[config.mk]
export PLATFORM = sky130hd
export DESIGN_NAME = trace_line_parser
export DESIGN_NICKNAME = d
export VERILOG_FILES = /design/src/rtl/cache_trace_pkg.sv /design/src/rtl/ascii_char_class.sv /design/src/rtl/trace_line_parser.sv
export SDC_FILE = /design/constraint.sdc
export NUM_CORES = 1
export LEC_CHECK = 0
export ABC_CLOCK_PERIOD_IN_PS = 6000
export BUFFER_PORTS_ARGS = -buffer_cell sky130_fd_sc_hd__buf_4
export CAP_MARGIN = 10
export CORE_MARGIN = 8
export CORE_UTILIZATION = 55
export DETAILED_ROUTE_END_ITERATION = 6
export GPL_ROUTABILITY_DRIVEN = 0
export PLACE_DENSITY = 0.91
export SLEW_MARGIN = 20
export SYNTH_ARGS = -nofsm -noshare
export SYNTH_HDL_FRONTEND = slang
export SYNTH_SLANG_ARGS = --single-unit
[constraint.sdc]
create_clock -name clk -period 6 [get_ports clk]
set_input_delay 1.2 -clock clk [delete_from_list [all_inputs] [get_ports clk]]
set_output_delay 1.2 -clock clk [all_outputs]
set_load 0.1 [all_outputs]
[src/rtl/cache_trace_pkg.sv]
// Shared types and ASCII constants for the trace-file line parser.
`timescale 1ns/1ps
package cache_trace_pkg;

    typedef enum logic [3:0] {
        READ   = 4'd0,
        WRITE  = 4'd1,
        IFETCH = 4'd2,
        INVAL  = 4'd3,
        SNOOP  = 4'd4,
        CLEAR  = 4'd8,
        PRINT  = 4'd9
    } cmd_e;

    localparam logic [7:0] ASCII_LF  = 8'h0A;
    localparam logic [7:0] ASCII_CR  = 8'h0D;
    localparam logic [7:0] ASCII_SP  = 8'h20;
    localparam logic [7:0] ASCII_TAB = 8'h09;

    typedef enum logic [2:0] {
        S_LEAD,
        S_CMD,
        S_SEP,
        S_ADDR,
        S_TAIL,
        S_EMIT,
        S_SKIP
    } state_e;

endpackage

[src/rtl/ascii_char_class.sv]
// Combinational classifier: whitespace / line-feed / decimal / hex flags and the
// hex nibble value of an ASCII character.
`timescale 1ns/1ps
module ascii_char_class
    import cache_trace_pkg::*;
(
    input  logic [7:0] char_in,
    output logic       is_ws,
    output logic       is_lf,
    output logic       is_dec,
    output logic       is_hex,
    output logic [3:0] nibble
);

    logic [7:0] folded;
    logic       is_alpha;

    always_comb begin
        is_ws    = (char_in == ASCII_SP) || (char_in == ASCII_TAB) || (char_in == ASCII_CR);
        is_lf    = (char_in == ASCII_LF);
        is_dec   = (char_in >= 8'h30) && (char_in <= 8'h39);
        // Setting bit 5 maps 'A'-'F' onto 'a'-'f' and leaves no other char in that range.
        folded   = char_in | 8'h20;
        is_alpha = (folded >= 8'h61) && (folded <= 8'h66);
        is_hex   = is_dec || is_alpha;
        nibble   = 4'h0;
        if (is_dec) begin
            nibble = char_in[3:0];
        end else if (is_alpha) begin
            nibble = folded[3:0] + 4'd9;
        end
    end

endmodule

[src/rtl/trace_line_parser.sv]
// Parses "<cmd> <hexaddr>" trace lines from a byte stream into command/address
// words; malformed lines are flagged, counted and skipped up to the next LF.
`timescale 1ns/1ps
module trace_line_parser
    import cache_trace_pkg::*;
#(
    parameter int          ADDR_W         = 32,
    parameter int          CNT_W          = 16,
    parameter logic [15:0] VALID_CMD_MASK = 16'h031F
) (
    input  logic              clk,
    input  logic              rst,
    input  logic [7:0]        char_in,
    input  logic              char_valid,
    output logic              char_ready,
    output logic [3:0]        cmd_out,
    output logic [ADDR_W-1:0] hex_out,
    output logic              out_valid,
    input  logic              out_ready,
    output logic              parse_err,
    output logic [CNT_W-1:0]  err_count,
    output logic [CNT_W-1:0]  line_count
);

    localparam int                MAX_DIG   = ADDR_W / 4;
    localparam int                DIG_W     = $clog2(MAX_DIG + 1);
    localparam logic [DIG_W-1:0]  MAX_DIG_C = DIG_W'(MAX_DIG);

    state_e              state_q, state_d;
    logic [3:0]          cmd_q, cmd_d;
    logic [ADDR_W-1:0]   addr_q, addr_d;
    logic [DIG_W-1:0]    dig_q, dig_d;
    logic                perr_q;
    logic [CNT_W-1:0]    err_cnt_q, err_cnt_d;
    logic [CNT_W-1:0]    line_cnt_q, line_cnt_d;
    logic                err_hit;
    logic                line_inc;

    logic       is_ws, is_lf, is_dec, is_hex;
    logic [3:0] nibble;

    ascii_char_class u_class (
        .char_in (char_in),
        .is_ws   (is_ws),
        .is_lf   (is_lf),
        .is_dec  (is_dec),
        .is_hex  (is_hex),
        .nibble  (nibble)
    );

    always_comb begin
        state_d    = state_q;
        cmd_d      = cmd_q;
        addr_d     = addr_q;
        dig_d      = dig_q;
        err_hit    = 1'b0;
        line_inc   = 1'b0;
        char_ready = (state_q != S_EMIT);

        if (char_valid && char_ready) begin
            case (state_q)
                S_LEAD: begin
                    if (is_dec && VALID_CMD_MASK[nibble]) begin
                        cmd_d   = nibble;
                        state_d = S_CMD;
                    end else if (!(is_ws || is_lf)) begin
                        err_hit = 1'b1;
                    end
                end
                S_CMD: begin
                    if (is_ws) state_d = S_SEP;
                    else       err_hit = 1'b1;
                end
                S_SEP: begin
                    if (is_hex) begin
                        addr_d  = ADDR_W'(nibble);
                        dig_d   = DIG_W'(1);
                        state_d = S_ADDR;
                    end else if (!is_ws) begin
                        err_hit = 1'b1;
                    end
                end
                S_ADDR: begin
                    if (is_hex) begin
                        if (dig_q < MAX_DIG_C) begin
                            addr_d = {addr_q[ADDR_W-5:0], nibble};
                            dig_d  = dig_q + DIG_W'(1);
                        end else begin
                            err_hit = 1'b1;
                        end
                    end else if (is_ws) begin
                        state_d = S_TAIL;
                    end else if (is_lf) begin
                        state_d = S_EMIT;
                    end else begin
                        err_hit = 1'b1;
                    end
                end
                S_TAIL: begin
                    if (is_lf)       state_d = S_EMIT;
                    else if (!is_ws) err_hit = 1'b1;
                end
                S_SKIP: begin
                    if (is_lf) state_d = S_LEAD;
                end
                default: ;
            endcase
            // An offending LF already ends the line, so there is nothing left to skip.
            if (err_hit) state_d = is_lf ? S_LEAD : S_SKIP;
        end

        if ((state_q == S_EMIT) && out_ready) begin
            state_d  = S_LEAD;
            line_inc = 1'b1;
        end
    end

    always_comb begin
        err_cnt_d  = err_cnt_q;
        line_cnt_d = line_cnt_q;
        if (err_hit && (err_cnt_q != {CNT_W{1'b1}}))
            err_cnt_d = err_cnt_q + CNT_W'(1);
        if (line_inc && (line_cnt_q != {CNT_W{1'b1}}))
            line_cnt_d = line_cnt_q + CNT_W'(1);
    end

    always_ff @(posedge clk) begin
        if (rst) begin
            state_q    <= S_LEAD;
            cmd_q      <= 4'h0;
            addr_q     <= '0;
            dig_q      <= '0;
            perr_q     <= 1'b0;
            err_cnt_q  <= '0;
            line_cnt_q <= '0;
        end else begin
            state_q    <= state_d;
            cmd_q      <= cmd_d;
            addr_q     <= addr_d;
            dig_q      <= dig_d;
            perr_q     <= err_hit;
            err_cnt_q  <= err_cnt_d;
            line_cnt_q <= line_cnt_d;
        end
    end

    assign cmd_out    = cmd_q;
    assign hex_out    = addr_q;
    assign out_valid  = (state_q == S_EMIT);
    assign parse_err  = perr_q;
    assign err_count  = err_cnt_q;
    assign line_count = line_cnt_q;

endmodule

==> results.ini <==
[layout]
nFillCells = 555
design_area_um2 = 4580
syn_to_final_growth_pct = 22.3
finalCoreUtilization_pct = 68.5
drive_above_1_share_pct = 21.5
final_net_count = 554
n_antenna_cell = 0
fin_cells = 620

[clock_tree]
cts.clk_slew.worst_paths_ns = 0.09
post-cts-setup-buffers = 0
cts_sinks = 76
cts.htree.levels = 3
insertion_delay_ns = 0.35
post_cts_resized = 0
tritoncts = done
cts-root-buf = clkbuf_8
numCtsBuffers = 9
hold_buffers = 0
clock_path_buffers = 2

[grt]
grt.overflow.total = 0
antenna_found_initial = 0
grt_pass1_wl_um = 16400
first_global_vias = 3605
grt_max_degree = 75
grt.total_usage_pct = 19.7

[synth]
synth.net_count = 486
synth_warnings = 0
avgSynthCellArea_um2 = 8.02
ys_async_sr_fraction_pct = 0
netlist_area_um2 = 3740
synth_seq_area_share_pct = 40.6
synth_cells = 467
synth_most_common_cell = dfxtp_1
synth_top_area_share_pct = 40.6
yosysTopAreaCell = dfxtp_1
synth-edff-count = 0
ys_seq_elements = 76
synth_cell_types = 58
ys_top_cells_by_count = 76 x dfxtp_1, 59 x nand2_1, 52 x a21oi_1
synth_area_leaders = dfxtp_1 41%, a21oi_1 6.9%, nand3_1 6.1%
synthFlopType = dfxtp_1

[timing]
max_slew_margin_pct = 46.8
tightestPinTransition_ns = 0.794
fmax_ghz = 0.284
finalWorstSetupSlack_ns = 2.48
whs_ns = 0.464
rsz0062_at_grt = no
maxSlewViolCount = 0
finalCriticalPeriod_ns = 3.52
setup_viol = 0
hold_viol_final = 0
setup_tns_ns = 0
skew_ns = 0.0137
finalCritPeriodShare_pct = 58.7

[placement]
port_buffers = 82
hpwl_um = 6840
placedCellCount = 604
placed_cell_area_um2 = 4380
place_ws_ns = 1.83

[detailed_routing]
firstDrtPassIters = 5
dr_total_vias = 3717
drtAntennaViolNets = 0
drt-total-wl_um = 9830
post-route-drc-count = 0
wire_per_inst_um = 15.9
first_iter_violations = 314
vias_per_cell = 6.00

[floorplanning]
coreArea_um2 = 6680
fp.dieW_um = 98.5
start_util_pct = 56.0
die_h_um = 98.5
num_rows = 30
io_pins = 83
dieArea_um2 = 9710

[power]
power.total_mw = 1.15
power.leakage_nw = 1.73
ir_drop_uv = 184
powerDensity_nw_per_um2 = 251

[worst_setup_path]
worstPathMaxFanout = 29
worstSetupStartpointType = input port
cp.required_ns = 6.20
timing.rr.start = state_q[0]
path_class = in2reg
r2r-end = err_count[9]
crit_arrival_ns = 3.72
rr_worst_depth = 8
rrSetupSlack_ns = 3.25
cp-end-kind = register

[min_path]
holdPathEnd = hex_out[29]
hp-start = hex_out[29]
hold_class = reg2reg
holdPathStages = 2

[outcome]
status = completed

[flow_run]
cap_violations = 0

-- flip-flops by register name, indices dropped and copies added, names as in the netlist --
name,flops
cmd_out,4
dig_q,4
err_count,16
hex_out,32
line_count,16
parse_err,1
state_q,3
-- worst max path at each step --
stage | from | to | slack [ns]
floorplan | char_in[7] | err_count[13] | 2.58
global placement | char_in[7] | err_count[1] | 1.92
detailed placement | char_in[7] | err_count[2] | 1.83
CTS | char_in[7] | err_count[2] | 2.20
global route | char_in[1] | err_count[10] | 2.29
finish | char_in[7] | err_count[2] | 2.48
-- layout make-up --
class                      count  area (µm²)  area share, %
timing repair buffer          86         646           14.1
clock inverter                 7        68.8           1.50
tap                           80         100           2.19
sequential                    76        1520           33.2
inverter                      10        37.5          0.820
multi-input combinational    352        2080           45.5
clock buffer                   9         124           2.70
-- layout by cell type, fill, tap and decap left out, drive strengths merged, types with 3 or more instances in the layout --
cell,Yosys,layout
buf,5,86
dfxtp,76,76
nand2,59,59
a21oi,52,52
nand3,46,46
nor2,42,42
or4,13,13
inv,10,13
o21ai,13,13
o31ai,12,12
xor2,9,9
clkbuf,24,9
or3,8,8
and3,7,7
ha,7,7
nand4,6,6
o211ai,6,6
a211oi,6,6
nor2b,5,5
nor3,5,5
mux2i,4,4
xnor2,4,4
or2,3,3
nand4bb,3,3
and4,3,3
a31o,3,3
a211o,3,3
o211a,3,3
nand2b,3,3
-- where the power goes --
part	switching (mW)	leakage [nW]	internal [mW]
combinational	0.158	1.03	0.0733
clock	0.217	0.0911	0.160
sequential	0.0240	0.613	0.516
-- critical path, cell delays in order --
cell and delay, ns:
buf_4 0.12, or4b_1 0.53, nor3_1 0.53, o31ai_1 0.23, and3_1 0.25, a31oi_4 0.56
or4_1 0.21, a21oi_1 0.08
-- kinds of logic (layout without fill, tap and decap cells) --
| group | count (synthesis) | in the layout | share of synthesized area [%] |
|---|---|---|---|
| AOI/OAI and AO/OA | 112 | 112 | 18.8 |
| xor gates and xnor gates | 13 | 13 | 3.04 |
| adders and majority gates | 7 | 7 | 2.34 |
| buffers and inverters | 39 | 112 | 4.24 |
| DFF | 76 | 76 | 40.6 |
| muxes | 6 | 6 | 1.77 |
| and+or+nand+nor | 214 | 214 | 29.2 |
-- per-layer routing --
metal / routed length [µm] / track usage [%] / up-vias
met3: 706 / 6.41 / 24
met5: 0 / 0 / -
li1: - / - / 1824
met1: 4150 / 22.3 / 1732
met4: 238 / 7.44 / 0
met2: 4740 / 33.9 / 137
Power figures use the tool's default switching activity.
